$ cat src/rtl/freq_gate_ctrl_if.sv
`default_nettype none
// ============================================================================
//  Module   : freq_gate_ctrl_if
//  Purpose  : Control/result bus of the gated two-channel edge counter.
//             The master drives measurement controls and the output byte
//             select. The slave returns the result byte and status.
//  Revision : 1.0 - initial release
// ============================================================================
interface freq_gate_ctrl_if #(
    parameter int GATE_SEL_W = 3
);
    logic                  start;
    logic                  abort;
    logic                  pause;
    logic                  cont;
    logic [GATE_SEL_W-1:0] gate_sel;
    logic [1:0]            sel;
    logic [7:0]            data_out;
    logic                  busy;
    logic                  done;
    logic [1:0]            ovf;

    modport master (
        output start, abort, pause, cont, gate_sel, sel,
        input  data_out, busy, done, ovf
    );

    modport slave (
        input  start, abort, pause, cont, gate_sel, sel,
        output data_out, busy, done, ovf
    );
endinterface
`default_nettype wire

$ cat src/rtl/freq_gate_ctrl.sv
`default_nettype none
// ============================================================================
//  Module   : freq_gate_ctrl
//  Purpose  : Gated measurement sequencer for two asynchronous inputs.
//             It opens a 2^(GATE_MIN_LOG2+gate_sel) cycle window and counts
//             both edges of sig1/sig2 while the window is open. It then
//             latches the counts and presents one selected result byte.
//  Revision : 1.0 - initial release
// ============================================================================
module freq_gate_ctrl #(
    parameter int CNT_W         = 16,
    parameter int GATE_MIN_LOG2 = 10,
    parameter int GATE_SEL_W    = 3
) (
    input  wire logic       clk25,
    input  wire logic       rst_n,
    input  wire logic       sig1,
    input  wire logic       sig2,
    freq_gate_ctrl_if.slave bus
);

    // The widest gate is 2^(GATE_MIN_LOG2 + 2^GATE_SEL_W - 1) cycles.
    // One spare timer bit therefore makes the terminal compare unreachable by wrap.
    localparam int                  c_tmr_w   = GATE_MIN_LOG2 + 2**GATE_SEL_W;
    localparam logic [GATE_SEL_W:0] c_span    = (GATE_SEL_W+1)'(2**GATE_SEL_W);
    localparam logic [c_tmr_w-1:0]  c_tmr_one = c_tmr_w'(1);
    localparam logic [c_tmr_w-1:0]  c_tmr_all = {c_tmr_w{1'b1}};
    localparam logic [CNT_W-1:0]    c_cnt_one = CNT_W'(1);
    localparam logic [CNT_W-1:0]    c_cnt_max = {CNT_W{1'b1}};

    typedef enum logic [1:0] {
        ST_IDLE  = 2'd0,
        ST_ARM   = 2'd1,
        ST_GATE  = 2'd2,
        ST_LATCH = 2'd3
    } state_t;

    state_t                state_q,    state_d;
    logic [2:0]            sync1_q,    sync1_d;
    logic [2:0]            sync2_q,    sync2_d;
    logic [CNT_W-1:0]      cnt1_q,     cnt1_d;
    logic [CNT_W-1:0]      cnt2_q,     cnt2_d;
    logic [c_tmr_w-1:0]    tmr_q,      tmr_d;
    logic [1:0]            live_ovf_q, live_ovf_d;
    logic [GATE_SEL_W-1:0] gsel_q,     gsel_d;
    logic [CNT_W-1:0]      res1_q,     res1_d;
    logic [CNT_W-1:0]      res2_q,     res2_d;
    logic [1:0]            ovf_q,      ovf_d;
    logic                  done_q,     done_d;

    logic                  w_edge1;
    logic                  w_edge2;
    logic [GATE_SEL_W:0]   w_tmr_shift;
    logic [c_tmr_w-1:0]    w_tmr_last;

    // Sync bit 0 is the first flop after the pin. An edge is the difference of the two oldest stages.
    assign w_edge1     = sync1_q[1] ^ sync1_q[2];
    assign w_edge2     = sync2_q[1] ^ sync2_q[2];
    assign w_tmr_shift = c_span - {1'b0, gsel_q};
    assign w_tmr_last  = c_tmr_all >> w_tmr_shift;

    // Next-state logic for the sequencer, counters and result registers
    always_comb begin
        state_d    = state_q;
        sync1_d    = {sync1_q[1:0], sig1};
        sync2_d    = {sync2_q[1:0], sig2};
        cnt1_d     = cnt1_q;
        cnt2_d     = cnt2_q;
        tmr_d      = tmr_q;
        live_ovf_d = live_ovf_q;
        gsel_d     = gsel_q;
        res1_d     = res1_q;
        res2_d     = res2_q;
        ovf_d      = ovf_q;
        done_d     = 1'b0;

        case (state_q)
            ST_IDLE: begin
                if (bus.start && !bus.abort) begin
                    state_d = ST_ARM;
                end
            end

            ST_ARM: begin
                cnt1_d     = '0;
                cnt2_d     = '0;
                tmr_d      = '0;
                live_ovf_d = 2'b00;
                gsel_d     = bus.gate_sel;
                state_d    = bus.abort ? ST_IDLE : ST_GATE;
            end

            ST_GATE: begin
                // Abort drops this cycle's edges and leaves published results alone
                if (bus.abort) begin
                    state_d = ST_IDLE;
                end else if (!bus.pause) begin
                    tmr_d = tmr_q + c_tmr_one;
                    if (w_edge1) begin
                        if (cnt1_q == c_cnt_max) begin
                            live_ovf_d[0] = 1'b1;
                        end else begin
                            cnt1_d = cnt1_q + c_cnt_one;
                        end
                    end
                    if (w_edge2) begin
                        if (cnt2_q == c_cnt_max) begin
                            live_ovf_d[1] = 1'b1;
                        end else begin
                            cnt2_d = cnt2_q + c_cnt_one;
                        end
                    end
                    if (tmr_q == w_tmr_last) begin
                        state_d = ST_LATCH;
                    end
                end
            end

            ST_LATCH: begin
                res1_d  = cnt1_q;
                res2_d  = cnt2_q;
                ovf_d   = live_ovf_q;
                done_d  = 1'b1;
                state_d = bus.cont ? ST_ARM : ST_IDLE;
            end

            default: begin
                state_d = ST_IDLE;
            end
        endcase
    end

    // State register bank with asynchronous clear
    always_ff @(posedge clk25 or negedge rst_n) begin
        if (!rst_n) begin
            state_q    <= ST_IDLE;
            sync1_q    <= 3'b000;
            sync2_q    <= 3'b000;
            cnt1_q     <= '0;
            cnt2_q     <= '0;
            tmr_q      <= '0;
            live_ovf_q <= 2'b00;
            gsel_q     <= '0;
            res1_q     <= '0;
            res2_q     <= '0;
            ovf_q      <= 2'b00;
            done_q     <= 1'b0;
        end else begin
            state_q    <= state_d;
            sync1_q    <= sync1_d;
            sync2_q    <= sync2_d;
            cnt1_q     <= cnt1_d;
            cnt2_q     <= cnt2_d;
            tmr_q      <= tmr_d;
            live_ovf_q <= live_ovf_d;
            gsel_q     <= gsel_d;
            res1_q     <= res1_d;
            res2_q     <= res2_d;
            ovf_q      <= ovf_d;
            done_q     <= done_d;
        end
    end

    // Result byte mux driven straight from the result registers
    always_comb begin
        bus.data_out = 8'h00;
        case (bus.sel)
            2'b00:   bus.data_out = res1_q[0 +: 8];
            2'b01:   bus.data_out = res1_q[8 +: 8];
            2'b10:   bus.data_out = res2_q[0 +: 8];
            default: bus.data_out = res2_q[8 +: 8];
        endcase
    end

    assign bus.busy = (state_q != ST_IDLE);
    assign bus.done = done_q;
    assign bus.ovf  = ovf_q;

endmodule
`default_nettype wire

$ cat src/flat_wrapper.sv
// flat-port wrapper written by rule: the top's interface ports become plain ports
module freq_gate_ctrl_flat 
#(
    parameter int CNT_W         = 16,
    parameter int GATE_MIN_LOG2 = 10,
    parameter int GATE_SEL_W    = 3
)
  (clk25, rst_n, sig1, sig2, bus_start, bus_abort, bus_pause, bus_cont, bus_gate_sel, bus_sel, bus_data_out, bus_busy, bus_done, bus_ovf);
  freq_gate_ctrl_if #(.GATE_SEL_W(GATE_SEL_W)) bus_i ();
  input  wire logic clk25;
  input  wire logic rst_n;
  input  wire logic sig1;
  input  wire logic sig2;
  input wire logic [$bits(bus_i.start)-1:0] bus_start;
  input wire logic [$bits(bus_i.abort)-1:0] bus_abort;
  input wire logic [$bits(bus_i.pause)-1:0] bus_pause;
  input wire logic [$bits(bus_i.cont)-1:0] bus_cont;
  input wire logic [$bits(bus_i.gate_sel)-1:0] bus_gate_sel;
  input wire logic [$bits(bus_i.sel)-1:0] bus_sel;
  output wire logic [$bits(bus_i.data_out)-1:0] bus_data_out;
  output wire logic [$bits(bus_i.busy)-1:0] bus_busy;
  output wire logic [$bits(bus_i.done)-1:0] bus_done;
  output wire logic [$bits(bus_i.ovf)-1:0] bus_ovf;
  assign bus_i.start = bus_start;
  assign bus_i.abort = bus_abort;
  assign bus_i.pause = bus_pause;
  assign bus_i.cont = bus_cont;
  assign bus_i.gate_sel = bus_gate_sel;
  assign bus_i.sel = bus_sel;
  assign bus_data_out = bus_i.data_out;
  assign bus_busy = bus_i.busy;
  assign bus_done = bus_i.done;
  assign bus_ovf = bus_i.ovf;
  freq_gate_ctrl #(.CNT_W(CNT_W), .GATE_MIN_LOG2(GATE_MIN_LOG2), .GATE_SEL_W(GATE_SEL_W)) u_core (.clk25(clk25), .rst_n(rst_n), .sig1(sig1), .sig2(sig2), .bus(bus_i));
endmodule
$ cat config.mk
export PLATFORM = sky130hd
export DESIGN_NAME = freq_gate_ctrl_flat
export DESIGN_NICKNAME = d
export VERILOG_FILES = /design/src/rtl/freq_gate_ctrl_if.sv /design/src/rtl/freq_gate_ctrl.sv /design/src/flat_wrapper.sv
export SDC_FILE = /design/constraint.sdc
export NUM_CORES = 1
export LEC_CHECK = 0
export ABC_AREA = 1
export BUFFER_PORTS_ARGS = -buffer_cell sky130_fd_sc_hd__clkbuf_2
export CAP_MARGIN = 20
export CORE_MARGIN = 2
export CORE_UTILIZATION = 40
export DETAILED_ROUTE_END_ITERATION = 6
export HOLD_SLACK_MARGIN = 0.06
export PLACE_DENSITY = 0.58
export RECOVER_POWER = 50
export SLEW_MARGIN = 20
export SYNTH_ARGS = -nofsm -noshare
export SYNTH_HDL_FRONTEND = slang
export SYNTH_SLANG_ARGS = --single-unit
$ cat constraint.sdc
create_clock -name clk25 -period 1.66 [get_ports clk25]
set_input_delay 0.166 -clock clk25 [delete_from_list [all_inputs] [get_ports clk25]]
set_output_delay 0.166 -clock clk25 [all_outputs]
set_load 0.05 [all_outputs]
==> results of run 1 <==
final timing paths:
path / from / end / slack [ps] / depth (start not counted)
setup / recovery: u_core.cnt2_q[0] / u_core.cnt2_q[2] / -10 / 9
min in group asynchronous: rst_n / u_core.gsel_q[1] / 410 / 2
setup reg to reg: u_core.cnt2_q[0] / u_core.cnt2_q[2] / -10 / 9
max in group asynchronous: rst_n / u_core.tmr_q[0] / 350 / 3
hold / removal: bus_cont / u_core.state_q[0] / 130 / 3
hold reg to reg: u_core.sync1_q[0] / u_core.sync1_q[1] / 350 / 0
sequential cells by signal, summed over array words and instances, names as in the netlist:
register / flops
u_core.cnt2_q: 16
u_core.gsel_q: 3
u_core.res2_q: 16
u_core.sync2_q: 3
u_core.cnt1_q: 16
u_core.res1_q: 16
u_core.tmr_q: 18
u_core.live_ovf_q: 2
u_core.bus.done: 1
u_core.bus.ovf: 2
u_core.state_q: 2
u_core.sync1_q: 3
metal layers:
| metal | wire length [µm] | track usage | up-vias |
|---|---|---|---|
| met5 | 0 | 0 | - |
| met4 | 293 | 0.0705 | 0 |
| met3 | 543 | 0.0406 | 25 |
| met1 | 7180 | 0.293 | 2444 |
| li1 | - | - | 2498 |
| met2 | 6680 | 0.310 | 114 |
cell usage after synthesis:
master	count	area share
sky130_fd_sc_hd__o21ai_2	12	0.019
sky130_fd_sc_hd__o21a_1	1	0.0014
sky130_fd_sc_hd__nor4_4	1	0.0039
sky130_fd_sc_hd__nand2_1	180	0.12
sky130_fd_sc_hd__a21oi_2	1	0.0016
sky130_fd_sc_hd__nand4_1	41	0.047
sky130_fd_sc_hd__nand3_2	3	0.0055
sky130_fd_sc_hd__nor3b_2	1	0.0023
sky130_fd_sc_hd__nand2_2	4	0.0046
sky130_fd_sc_hd__buf_4	2	0.0028
sky130_fd_sc_hd__nor3_4	1	0.0030
sky130_fd_sc_hd__nor3_1	24	0.022
sky130_fd_sc_hd__buf_2	4	0.0037
sky130_fd_sc_hd__nand2_4	1	0.0021
sky130_fd_sc_hd__nor3_2	1	0.0018
sky130_fd_sc_hd__xor2_1	17	0.027
sky130_fd_sc_hd__o21ai_1	15	0.014
sky130_fd_sc_hd__nor2_1	52	0.036
sky130_fd_sc_hd__ha_1	6	0.014
sky130_fd_sc_hd__and3_1	1	0.0012
sky130_fd_sc_hd__nand3_1	61	0.056
sky130_fd_sc_hd__o21ai_0	54	0.050
sky130_fd_sc_hd__dfrtp_1	98	0.45
sky130_fd_sc_hd__nand3b_1	1	0.0014
sky130_fd_sc_hd__clkbuf_1	10	0.0069
sky130_fd_sc_hd__xnor2_1	3	0.0048
sky130_fd_sc_hd__nor2_2	3	0.0035
sky130_fd_sc_hd__nor2_4	1	0.0021
sky130_fd_sc_hd__inv_2	3	0.0021
sky130_fd_sc_hd__inv_4	1	0.0012
sky130_fd_sc_hd__buf_6	2	0.0042
sky130_fd_sc_hd__o31ai_1	1	0.0014
sky130_fd_sc_hd__nor4_1	2	0.0023
sky130_fd_sc_hd__a221oi_1	4	0.0065
sky130_fd_sc_hd__buf_1	3	0.0021
sky130_fd_sc_hd__inv_1	78	0.054
sky130_fd_sc_hd__a21oi_1	11	0.010
area by class of cell:
type	instances	area (µm²)	area share
Multi-Input combinational cell	503	2820	0.410
Sequential cell	98	2460	0.357
Timing Repair Buffer	94	736	0.107
Inverter	82	322	0.0467
Clock buffer	10	239	0.0347
Tap cell	176	220	0.0320
Clock inverter	6	93.8	0.0136
tightest hold or removal path, cell delays in order:
cell and delay, ps:
sky130_fd_sc_hd__clkbuf_2 100, sky130_fd_sc_hd__a221oi_1 90, sky130_fd_sc_hd__nor2_1 90
what timing repair did:
| item | CTS | global route |
|---|---|---|
| gates cloned | 0 | 3 |
| endpoints found under the setup margin | 5 | 43 |
| gates resized for setup | 8 | 72 |
| setup buffers | 4 | 14 |
| hold buffers | 7 | 0 |
| pin swaps | 2 | 24 |
| endpoints found under the hold margin | 31 | 0 |
logic make-up after synthesis:
group                      synth area share
AOI/OAI and AO/OA                     0.104
xor gates and xnor gates             0.0323
adders and majority gates            0.0139
and+or+nand+nor                       0.320
buffers and inverters                0.0769
DFF                                   0.453
stage by stage:
stage	power (mW)	setup WS (ps)	TNS, ps	std cells
final	9.65	-12.8	-48.0	969
after global routing	10.2	-101	-1200	969
after CTS	8.77	1.95	0	952
after detailed placement	6.27	-73.4	-114	925
after global placement	6.18	15.1	0	925
after floorplan	5.30	63.2	0	704
power by group:
part           leakage (nW)  internal, mW  switching, mW
clock                 0.160          1.38          0.994
sequential             1.33          2.82          0.346
combinational          1.65          1.50           2.60
==> flow_summary_export.csv, run 1 <==
group,metric,value,unit
worst_setup_path,start_kind,"flop",
power_and_ir_drop,power_leakage,3.14,nW
timing,tightestPinTransition,751,ps
place,hpwl_after_detailed_placement,10300,µm
logic_synthesis,post_synth_instance_area,5420,µm²
worst_setup_path,cp_data_required_time,1910,ps
logic_synthesis,post_synth.cell_area_avg,7.70,µm²
global_routing,antenna_found_initial,0,
worst_setup_path,crit_path_frequent_cell,"sky130_fd_sc_hd__nand2_2",
logic_synthesis,synthesis_stage_register_bit_count,98,
worst_hold_path,hold_crit_path_type,"input pin to flop",
place,io_buffer_count,24,
worst_setup_path,critical_path_arrival,1920,ps
timing,relSlewSlack,0.499,
timing,maxClockFrequency,598,MHz
worst_setup_path,worstPathMaxFanout,8,
logic_synthesis,post_synth_inst_count,704,
floorplanning,fp.coreArea,13200,µm²
cells_and_area,layout-drive-gt1-share,0.241,
cells_and_area,final.fill_count,1276,
timing,drv_slew,0,
timing,final.setup_skew,12.0,ps
clock_network,clk_transition_reported_paths,80,ps
drt,detailedRoute.firstIterationViolations,328,
drt,routed_wire_length_per_instance,15.2,µm
timing,rsz0062_at_grt,"yes",
floorplanning,fp.dieH,120,µm
floorplanning,die_area,14500,µm²
clock_network,cts_num_sinks,98,
global_routing,globalRouteTotalUtil,0.205,
clock_network,cts_tree,"done",
global_routing,grt_start_max_net_pins,68,
global_routing,first_global_vias,4766,
floorplanning,die_width,120,µm
global_routing,grt-ovfl-total,0,
cells_and_area,areaGrowthSynthToFinish,27.1,%
clock_network,ctsLongestPathBuffers,2,
timing,timing.hold.ws,133,ps
cells_and_area,final_net_count,807,
flow_run,drv.max_cap_violation_count,0,
worst_setup_path,critPathBufInv,1,
timing,setup_viol_count_final,6,
outcome,status,"complete, but fails checks",
drt,avgViaCountPerCell,5.24,
place,place.gp.congestion,0.965,
floorplanning,floorplan.initialDensity,0.409,
cells_and_area,fin_util,0.520,
clock_network,cts-buffers-inserted,9,
floorplanning,io-pin-count,25,
timing,timing.final.crit_share,1.01,
floorplanning,row_count,42,
logic_synthesis,ys_warn_count,0,
worst_setup_path,cp_slowest_stage_delay,360,ps
place,dpl-instance-area,6020,µm²
timing,worst_slack,-12.8,ps
worst_setup_path,timing.critical_path.max_delay_family,"simple AND/OR/NAND/NOR gates",
worst_setup_path,timing_worst_setup_path_type,"flop to flop",
timing,post-route-min-period,1670,ps
global_routing,first_pass_grt_wire_length,23500,µm
drt,vias,5081,
timing,hold_viol,0,
drt,routed_wirelength,14700,µm
worst_setup_path,cpMaxStageDelayCell,"sky130_fd_sc_hd__dfrtp_1",
cells_and_area,num_antenna_cells,0,
outcome,failed_checks,"negative setup slack",
drt,drtAntennaViolNets,0,
power_and_ir_drop,ir_drop,0.983,mV
cells_and_area,final_common_cell,"sky130_fd_sc_hd__nand2_1",
drt,drtPass1Iterations,7,
worst_setup_path,worstSetupEndpointType,"flop",
clock_network,clock_tree.htree_level_count,3,
cells_and_area,finish.instance_area,6890,µm²
drt,drt_drc_violations_left,0,
clock_network,clock_latency,360,ps
cells_and_area,mostFrequentLayoutCells,"sky130_fd_sc_hd__nand2_1, sky130_fd_sc_hd__dfrtp_1, sky130_fd_sc_hd__inv_1, sky130_fd_sc_hd__nand3_1, sky130_fd_sc_hd__buf_4",
logic_synthesis,postSynthNetCount,723,
power_and_ir_drop,power.density_cell_area,1400,nW/µm²
logic_synthesis,synth-seq-area-share,0.453,
clock_network,clock-root-buffer,"sky130_fd_sc_hd__clkbuf_16",
logic_synthesis,synth_cell_type_count,37,
worst_setup_path,timing.critical_path.cells,"ha_2 -> nand2_2 -> nor2_4 -> nand2_2 -> nor3_4 -> a21oi_4 -> clkbuf_16 -> nand4_1 -> o21ai_1",
(Power assumes the default switching activity.)
==> inputs of run 2 (changes only) <==
--- a/config.mk
+++ b/config.mk
@@ -13,7 +13,6 @@
 export DETAILED_ROUTE_END_ITERATION = 6
 export HOLD_SLACK_MARGIN = 0.06
 export PLACE_DENSITY = 0.58
-export RECOVER_POWER = 50
 export SLEW_MARGIN = 20
 export SYNTH_ARGS = -nofsm -noshare
 export SYNTH_HDL_FRONTEND = slang
==> run 2 against run 1 <==
Compared with the run above:
- the run still ends with negative setup slack left
- largest power group unchanged
- largest cell class unchanged
- register-to-register slack hardly changed
- total power barely moved
- worst setup slack better by 3.4 ps
- critical path type unchanged
- global-route usage stayed put
==> flow_summary_export.csv, run 2 (synthesized netlist as in run 1, its figures left out) <==
group,metric,value,unit
cells_and_area,final_common_cell,"sky130_fd_sc_hd__nand2_1",
worst_hold_path,hold_crit_path_type,"input pin to flop",
clock_network,ctsLongestPathBuffers,2,
worst_setup_path,r2r-end,"u_core.cnt2_q[2]",
floorplanning,floorplan.initialDensity,0.409,
floorplanning,die_width,120,µm
timing,post-route-min-period,1670,ps
worst_setup_path,worst_setup_startpoint,"u_core.cnt2_q[0]",
cells_and_area,mostFrequentLayoutCells,"sky130_fd_sc_hd__nand2_1, sky130_fd_sc_hd__dfrtp_1, sky130_fd_sc_hd__inv_1, sky130_fd_sc_hd__buf_4, sky130_fd_sc_hd__nand3_1",
worst_setup_path,r2r.worst_path.cells,9,
clock_network,clk_transition_reported_paths,80,ps
cells_and_area,largest_register_ffs,18,
timing,relSlewSlack,0.642,
power_and_ir_drop,net_switching_share_of_the_total_power,0.408,
timing,maxClockFrequency,599,MHz
cells_and_area,final_net_count,807,
floorplanning,io-pin-count,25,
cells_and_area,stdcell_count,969,
power_and_ir_drop,p_total,9.65,mW
drt,drtPass1Iterations,5,
worst_setup_path,timing_worst_setup_path_type,"flop to flop",
worst_setup_path,worstPathMaxFanout,8,
place,hpwl_after_detailed_placement,10300,µm
clock_network,clock_tree.htree_level_count,3,
drt,drt_drc_violations_left,0,
global_routing,grt-ovfl-total,0,
outcome,failed_checks,"negative setup slack",
worst_setup_path,critical_path_depth,9,
timing,setup_viol_count_final,4,
flow_run,drv.max_cap_violation_count,0,
clock_network,cts_tree,"done",
drt,vias,5076,
clock_network,clock_latency,360,ps
worst_setup_path,cp_slowest_stage_delay,360,ps
worst_setup_path,critical_path_sink,"u_core.cnt2_q[2]",
drt,routed_wirelength,14700,µm
clock_network,clock-root-buffer,"sky130_fd_sc_hd__clkbuf_16",
worst_setup_path,cpMaxStageDelayCell,"sky130_fd_sc_hd__dfrtp_1",
cells_and_area,num_antenna_cells,0,
power_and_ir_drop,ir_drop,0.985,mV
place,placed_cells_incl_taps,925,
worst_setup_path,timing.critical_path.max_delay_family,"simple AND/OR/NAND/NOR gates",
drt,avgViaCountPerCell,5.24,
global_routing,globalRouteTotalUtil,0.205,
worst_setup_path,worstSetupEndpointType,"flop",
worst_setup_path,crit-reg2reg-launch,"u_core.cnt2_q[0]",
worst_setup_path,start_kind,"flop",
clock_network,cts_num_sinks,98,
timing,worst_slack,-9.44,ps
worst_setup_path,crit_path_frequent_cell,"sky130_fd_sc_hd__nand2_2",
drt,routed_wire_length_per_instance,15.2,µm
floorplanning,fp.coreArea,13200,µm²
power_and_ir_drop,register_share_of_total_power,0.329,
power_and_ir_drop,power_leakage,3.15,nW
timing,hold_viol,0,
power_and_ir_drop,power.density_cell_area,1400,nW/µm²
power_and_ir_drop,power.switching,3.94,mW
global_routing,grt_start_max_net_pins,68,
cells_and_area,final.fill_count,1275,
place,place.gp.congestion,0.965,
place,io_buffer_count,24,
floorplanning,die_area,14500,µm²
global_routing,first_global_vias,4766,
cells_and_area,layout-drive-gt1-share,0.241,
cells_and_area,largest-register,"u_core.tmr_q",
worst_setup_path,critPathBufInv,1,
floorplanning,fp.dieH,120,µm
timing,drv_slew,0,
drt,drtAntennaViolNets,0,
global_routing,antenna_found_initial,0,
timing,rsz0062_at_grt,"yes",
cells_and_area,fin_util,0.521,
cells_and_area,areaGrowthSynthToFinish,27.4,%
power_and_ir_drop,internal_power,5.71,mW
outcome,status,"complete, but fails checks",
timing,final.setup_skew,11.6,ps
timing,tightestPinTransition,537,ps
worst_setup_path,reg2reg_slack,-9,ps
worst_setup_path,cp_data_required_time,1910,ps
timing,setup_tns,-29.1,ps
global_routing,first_pass_grt_wire_length,23500,µm
worst_setup_path,critical_path_arrival,1920,ps
timing,timing.hold.ws,133,ps
power_and_ir_drop,p_comb_frac,0.426,
timing,timing.final.crit_share,1.01,
worst_setup_path,timing.critical_path.cells,"ha_2 -> nand2_2 -> nor2_4 -> nand2_2 -> nor3_4 -> a21oi_4 -> clkbuf_16 -> nand4_1 -> o21ai_1",
clock_network,cts-buffers-inserted,9,
power_and_ir_drop,power.clock.fraction,0.246,
drt,detailedRoute.firstIterationViolations,317,
floorplanning,row_count,42,
-- run 2: changes by cell type in the layout (fill, tap and decap cells not counted) --
cell,delta
sky130_fd_sc_hd__buf_12,+1
sky130_fd_sc_hd__buf_4,+3
sky130_fd_sc_hd__buf_6,-1
sky130_fd_sc_hd__clkbuf_2,-3
-- run 2: worst reg2reg max path: stages, from the launching register on --
cell	delay [ps]
sky130_fd_sc_hd__dfrtp_1	360
sky130_fd_sc_hd__ha_2	190
sky130_fd_sc_hd__nand2_2	70
sky130_fd_sc_hd__nor2_4	100
sky130_fd_sc_hd__nand2_2	80
sky130_fd_sc_hd__nor3_4	280
sky130_fd_sc_hd__a21oi_4	150
sky130_fd_sc_hd__clkbuf_16	190
sky130_fd_sc_hd__nand4_1	60
sky130_fd_sc_hd__o21ai_1	60
-- run 2: worst min-delay path by stage --
stage | start | to | slack, ps | cells after the start
3_3_place_gp | rst_n | u_core.gsel_q[1] | 120 | 1
6_report | bus_cont | u_core.state_q[0] | 130 | 3
3_5_place_dp | rst_n | u_core.gsel_q[1] | 130 | 1
5_1_grt | bus_cont | u_core.state_q[0] | 150 | 3
2_1_floorplan | rst_n | u_core.bus.done | -130 | 0
4_1_cts | bus_cont | u_core.state_q[0] | 110 | 3
-- run 2: timing repair --
| action | CTS | global route |
|---|---|---|
| pin swaps | 2 | 24 |
| buffers inserted | 4 | 14 |
| gates cloned | 0 | 3 |
| gates resized for setup | 8 | 72 |
| endpoints found under the hold margin | 31 | 0 |
| hold buffers | 7 | 0 |
| setup endpoints to repair | 5 | 43 |
-- run 2: cell type report --
type,count,area (µm²),area share
Inverter,82,322,0.0466
Sequential cell,98,2460,0.356
Tap cell,176,220,0.0319
Clock buffer,10,239,0.0346
Timing Repair Buffer,94,752,0.109
Multi-Input combinational cell,503,2820,0.409
Clock inverter,6,93.8,0.0136
-- run 2: routing by layer --
metal	track usage	vias up	share of wire
li1	-	2496	-
met1	0.293	2439	0.49
met2	0.310	113	0.46
met3	0.0406	28	0.037
met4	0.0705	0	0.019
met5	0	-	0
-- run 2: power by group through the flow --
| stage | sequential [mW] | clock, mW | combinational (mW) |
|---|---|---|---|
| final | 3.17 | 2.37 | 4.11 |
| after global routing | 3.22 | 2.51 | 4.45 |
| after CTS | 3.15 | 2.41 | 3.21 |
| after detailed placement | 3.18 | 0 | 3.09 |
| after global placement | 3.17 | 0 | 3.01 |
| after floorplan | 3.16 | 0 | 2.13 |
-- run 2: through the flow --
stage | worst slack (ps) | instance area [µm²]
final | -9.44 | 6900
after global routing | -101 | 6900
after CTS | 1.95 | 6480
after detailed placement | -73.4 | 6020
after global placement | 15.1 | 6020
after floorplan | 63.2 | 5430
==> inputs of run 3 (changes only) <==
--- a/config.mk
+++ b/config.mk
@@ -12,6 +12,7 @@
 export CORE_UTILIZATION = 40
 export DETAILED_ROUTE_END_ITERATION = 6
 export HOLD_SLACK_MARGIN = 0.06
+export MAX_ROUTING_LAYER = met4
 export PLACE_DENSITY = 0.58
 export SLEW_MARGIN = 20
 export SYNTH_ARGS = -nofsm -noshare
==> run 3 against run 2 <==
Compared with the run above:
- clock power decreased by 2%
- worst setup slack improved by 9.7 ps
- die area unchanged
- register-to-register slack better by 40 ps
- critical path type is now flop to output pin
- worst hold slack worse by 15 ps
- largest cell class unchanged
- global-route usage increased by 0.77 points
- the run now ends clean
==> flow_summary_export.csv, run 3 (synthesized netlist as in run 1, its figures left out) <==
group,metric,value,unit
drt,drtAntennaViolNets,0,
place,hpwl_after_detailed_placement,10500,µm
clock_network,ctsLongestPathBuffers,2,
timing,timing.final.crit_share,1.00,
drt,routed_wirelength,14700,µm
clock_network,clock_latency,360,ps
worst_setup_path,worstPathMaxFanout,3,
cells_and_area,layout-drive-gt1-share,0.223,
floorplanning,die_area,14500,µm²
worst_hold_path,hold_start,"bus_cont",
worst_setup_path,r2r-end,"u_core.state_q[0]",
drt,top_layer,"met4",
worst_setup_path,reg2reg_slack,30,ps
timing,drv_slew,0,
cells_and_area,areaGrowthSynthToFinish,26.3,%
drt,met1_wire_length,6920,µm
floorplanning,fp.dieH,120,µm
cells_and_area,final_net_count,805,
drt,drt_drc_violations_left,0,
floorplanning,row_count,42,
worst_hold_path,min_delay_worst_endpoint,"u_core.state_q[0]",
worst_hold_path,hold_depth,3,
timing,rsz0062_at_grt,"yes",
worst_hold_path,hold_crit_path_type,"input pin to flop",
cells_and_area,largest_register_ffs,18,
floorplanning,die_width,120,µm
clock_network,clk_transition_reported_paths,70,ps
power_and_ir_drop,p_total,9.46,mW
clock_network,cts_num_sinks,98,
drt,routed_wire_length_per_instance,15.2,µm
clock_network,cts_tree,"done",
cells_and_area,final_common_cell,"sky130_fd_sc_hd__nand2_1",
clock_network,cts-buffers-inserted,9,
global_routing,first_pass_grt_wire_length,23700,µm
place,io_buffer_count,24,
drt,route.met2.wl,6820,µm
floorplanning,fp.coreArea,13200,µm²
flow_run,drv.max_cap_violation_count,0,
clock_network,clock_tree.htree_level_count,3,
drt,drtPass1Iterations,5,
cells_and_area,final.fill_count,1283,
place,place.gp.congestion,0.965,
global_routing,grt-ovfl-total,0,
worst_setup_path,timing_worst_setup_path_type,"flop to output pin",
global_routing,antenna_found_initial,0,
drt,avgViaCountPerCell,5.21,
worst_setup_path,start_kind,"flop",
cells_and_area,largest-register,"u_core.tmr_q",
drt,met3WireLength,673,µm
outcome,status,"finished clean",
clock_network,clock-root-buffer,"sky130_fd_sc_hd__clkbuf_16",
timing,final.setup_skew,10.7,ps
worst_setup_path,r2r.worst_path.cells,11,
power_and_ir_drop,power.density_cell_area,1380,nW/µm²
drt,detailedRoute.firstIterationViolations,422,
power_and_ir_drop,power_leakage,3.10,nW
floorplanning,floorplan.initialDensity,0.409,
floorplanning,io-pin-count,25,
global_routing,globalRouteTotalUtil,0.213,
cells_and_area,mostFrequentLayoutCells,"sky130_fd_sc_hd__nand2_1, sky130_fd_sc_hd__dfrtp_1, sky130_fd_sc_hd__inv_1, sky130_fd_sc_hd__nand3_1, sky130_fd_sc_hd__buf_4",
timing,tightestPinTransition,513,ps
worst_setup_path,critical_path_arrival,1490,ps
timing,setup_tns,0,ps
power_and_ir_drop,ir_drop,0.565,mV
worst_setup_path,cp_data_required_time,1490,ps
worst_setup_path,crit-reg2reg-launch,"u_core.gsel_q[2]",
timing,hold_viol,0,
drt,vias,5035,
global_routing,first_global_vias,4819,
timing,relSlewSlack,0.655,
global_routing,grt_start_max_net_pins,68,
timing,post-route-min-period,1660,ps
cells_and_area,num_antenna_cells,0,
worst_setup_path,worstSetupEndpointType,"output pin",
timing,maxClockFrequency,602,MHz
timing,setup_viol_count_final,0,
==> run 3: cell count changes in the layout (fill, tap and decap cells not counted), sizes merged <==
cell	before	now
buf	64	63
inv	84	83
clkbuf	33	32
clkinvlp	2	3
==> run 3: worst max path at each step <==
stage / from / endpoint / slack (ps) / cells after the start
floorplan: u_core.gsel_q[0] / u_core.state_q[0] / 60 / 11
global placement: u_core.gsel_q[1] / u_core.state_q[0] / 20 / 13
detailed placement: u_core.gsel_q[1] / u_core.state_q[0] / -70 / 11
CTS: u_core.gsel_q[1] / u_core.state_q[0] / -20 / 12
global route: u_core.gsel_q[1] / u_core.state_q[0] / -100 / 11
finish: u_core.state_q[0] / bus_busy / 0.2 / 5
==> run 3: cell type report <==
type | instances | area (µm²) | share of cell area
repair buffers | 92 | 747 | 0.109
multi-input cells | 503 | 2770 | 0.405
flip-flops and latches | 98 | 2460 | 0.359
clock inverters | 6 | 96.3 | 0.0141
clock buffers | 10 | 229 | 0.0335
well taps | 176 | 220 | 0.0322
inverters | 82 | 325 | 0.0475
==> run 3: repair_timing <==
item | CTS | global route
endpoints found under the setup margin | 3 | 38
resized for setup | 4 | 65
endpoints found under the hold margin | 39 | 0
cloned | 0 | 2
setup buffers | 1 | 14
hold buffers | 7 | 0
pin swaps | 1 | 18
==> run 3: per-stage QoR <==
step	hold WS [ps]	utilization	std cells	setup WS, ps	cell area, µm²
floorplan	-130	-	704	63.2	5430
global placement	167	0.457	927	20.6	6050
detailed placement	167	0.457	927	-75.0	6050
CTS	111	0.488	951	-16.9	6460
global route	157	0.517	967	-97.5	6840
finish	118	0.517	967	0.211	6840
==> run 3: per-layer routing <==
layer	vias to the layer above	GRT usage
met3	23	0.0349
met2	134	0.325
met5	-	-
met4	0	0.0698
li1	2497	-
met1	2381	0.291
==> run 3: worst max-delay path, cell delays in order (launching register included) <==
cell,delay [ps]
sky130_fd_sc_hd__dfrtp_1,440
sky130_fd_sc_hd__buf_4,170
sky130_fd_sc_hd__nor2_1,140
sky130_fd_sc_hd__buf_4,150
sky130_fd_sc_hd__inv_1,30
sky130_fd_sc_hd__buf_2,200
==> run 3: power by group <==
part / switching, mW / total, mW / internal, mW
logic: 2.52 / 3.97 / 1.45
clock network: 0.972 / 2.32 / 1.34
registers: 0.351 / 3.18 / 2.82
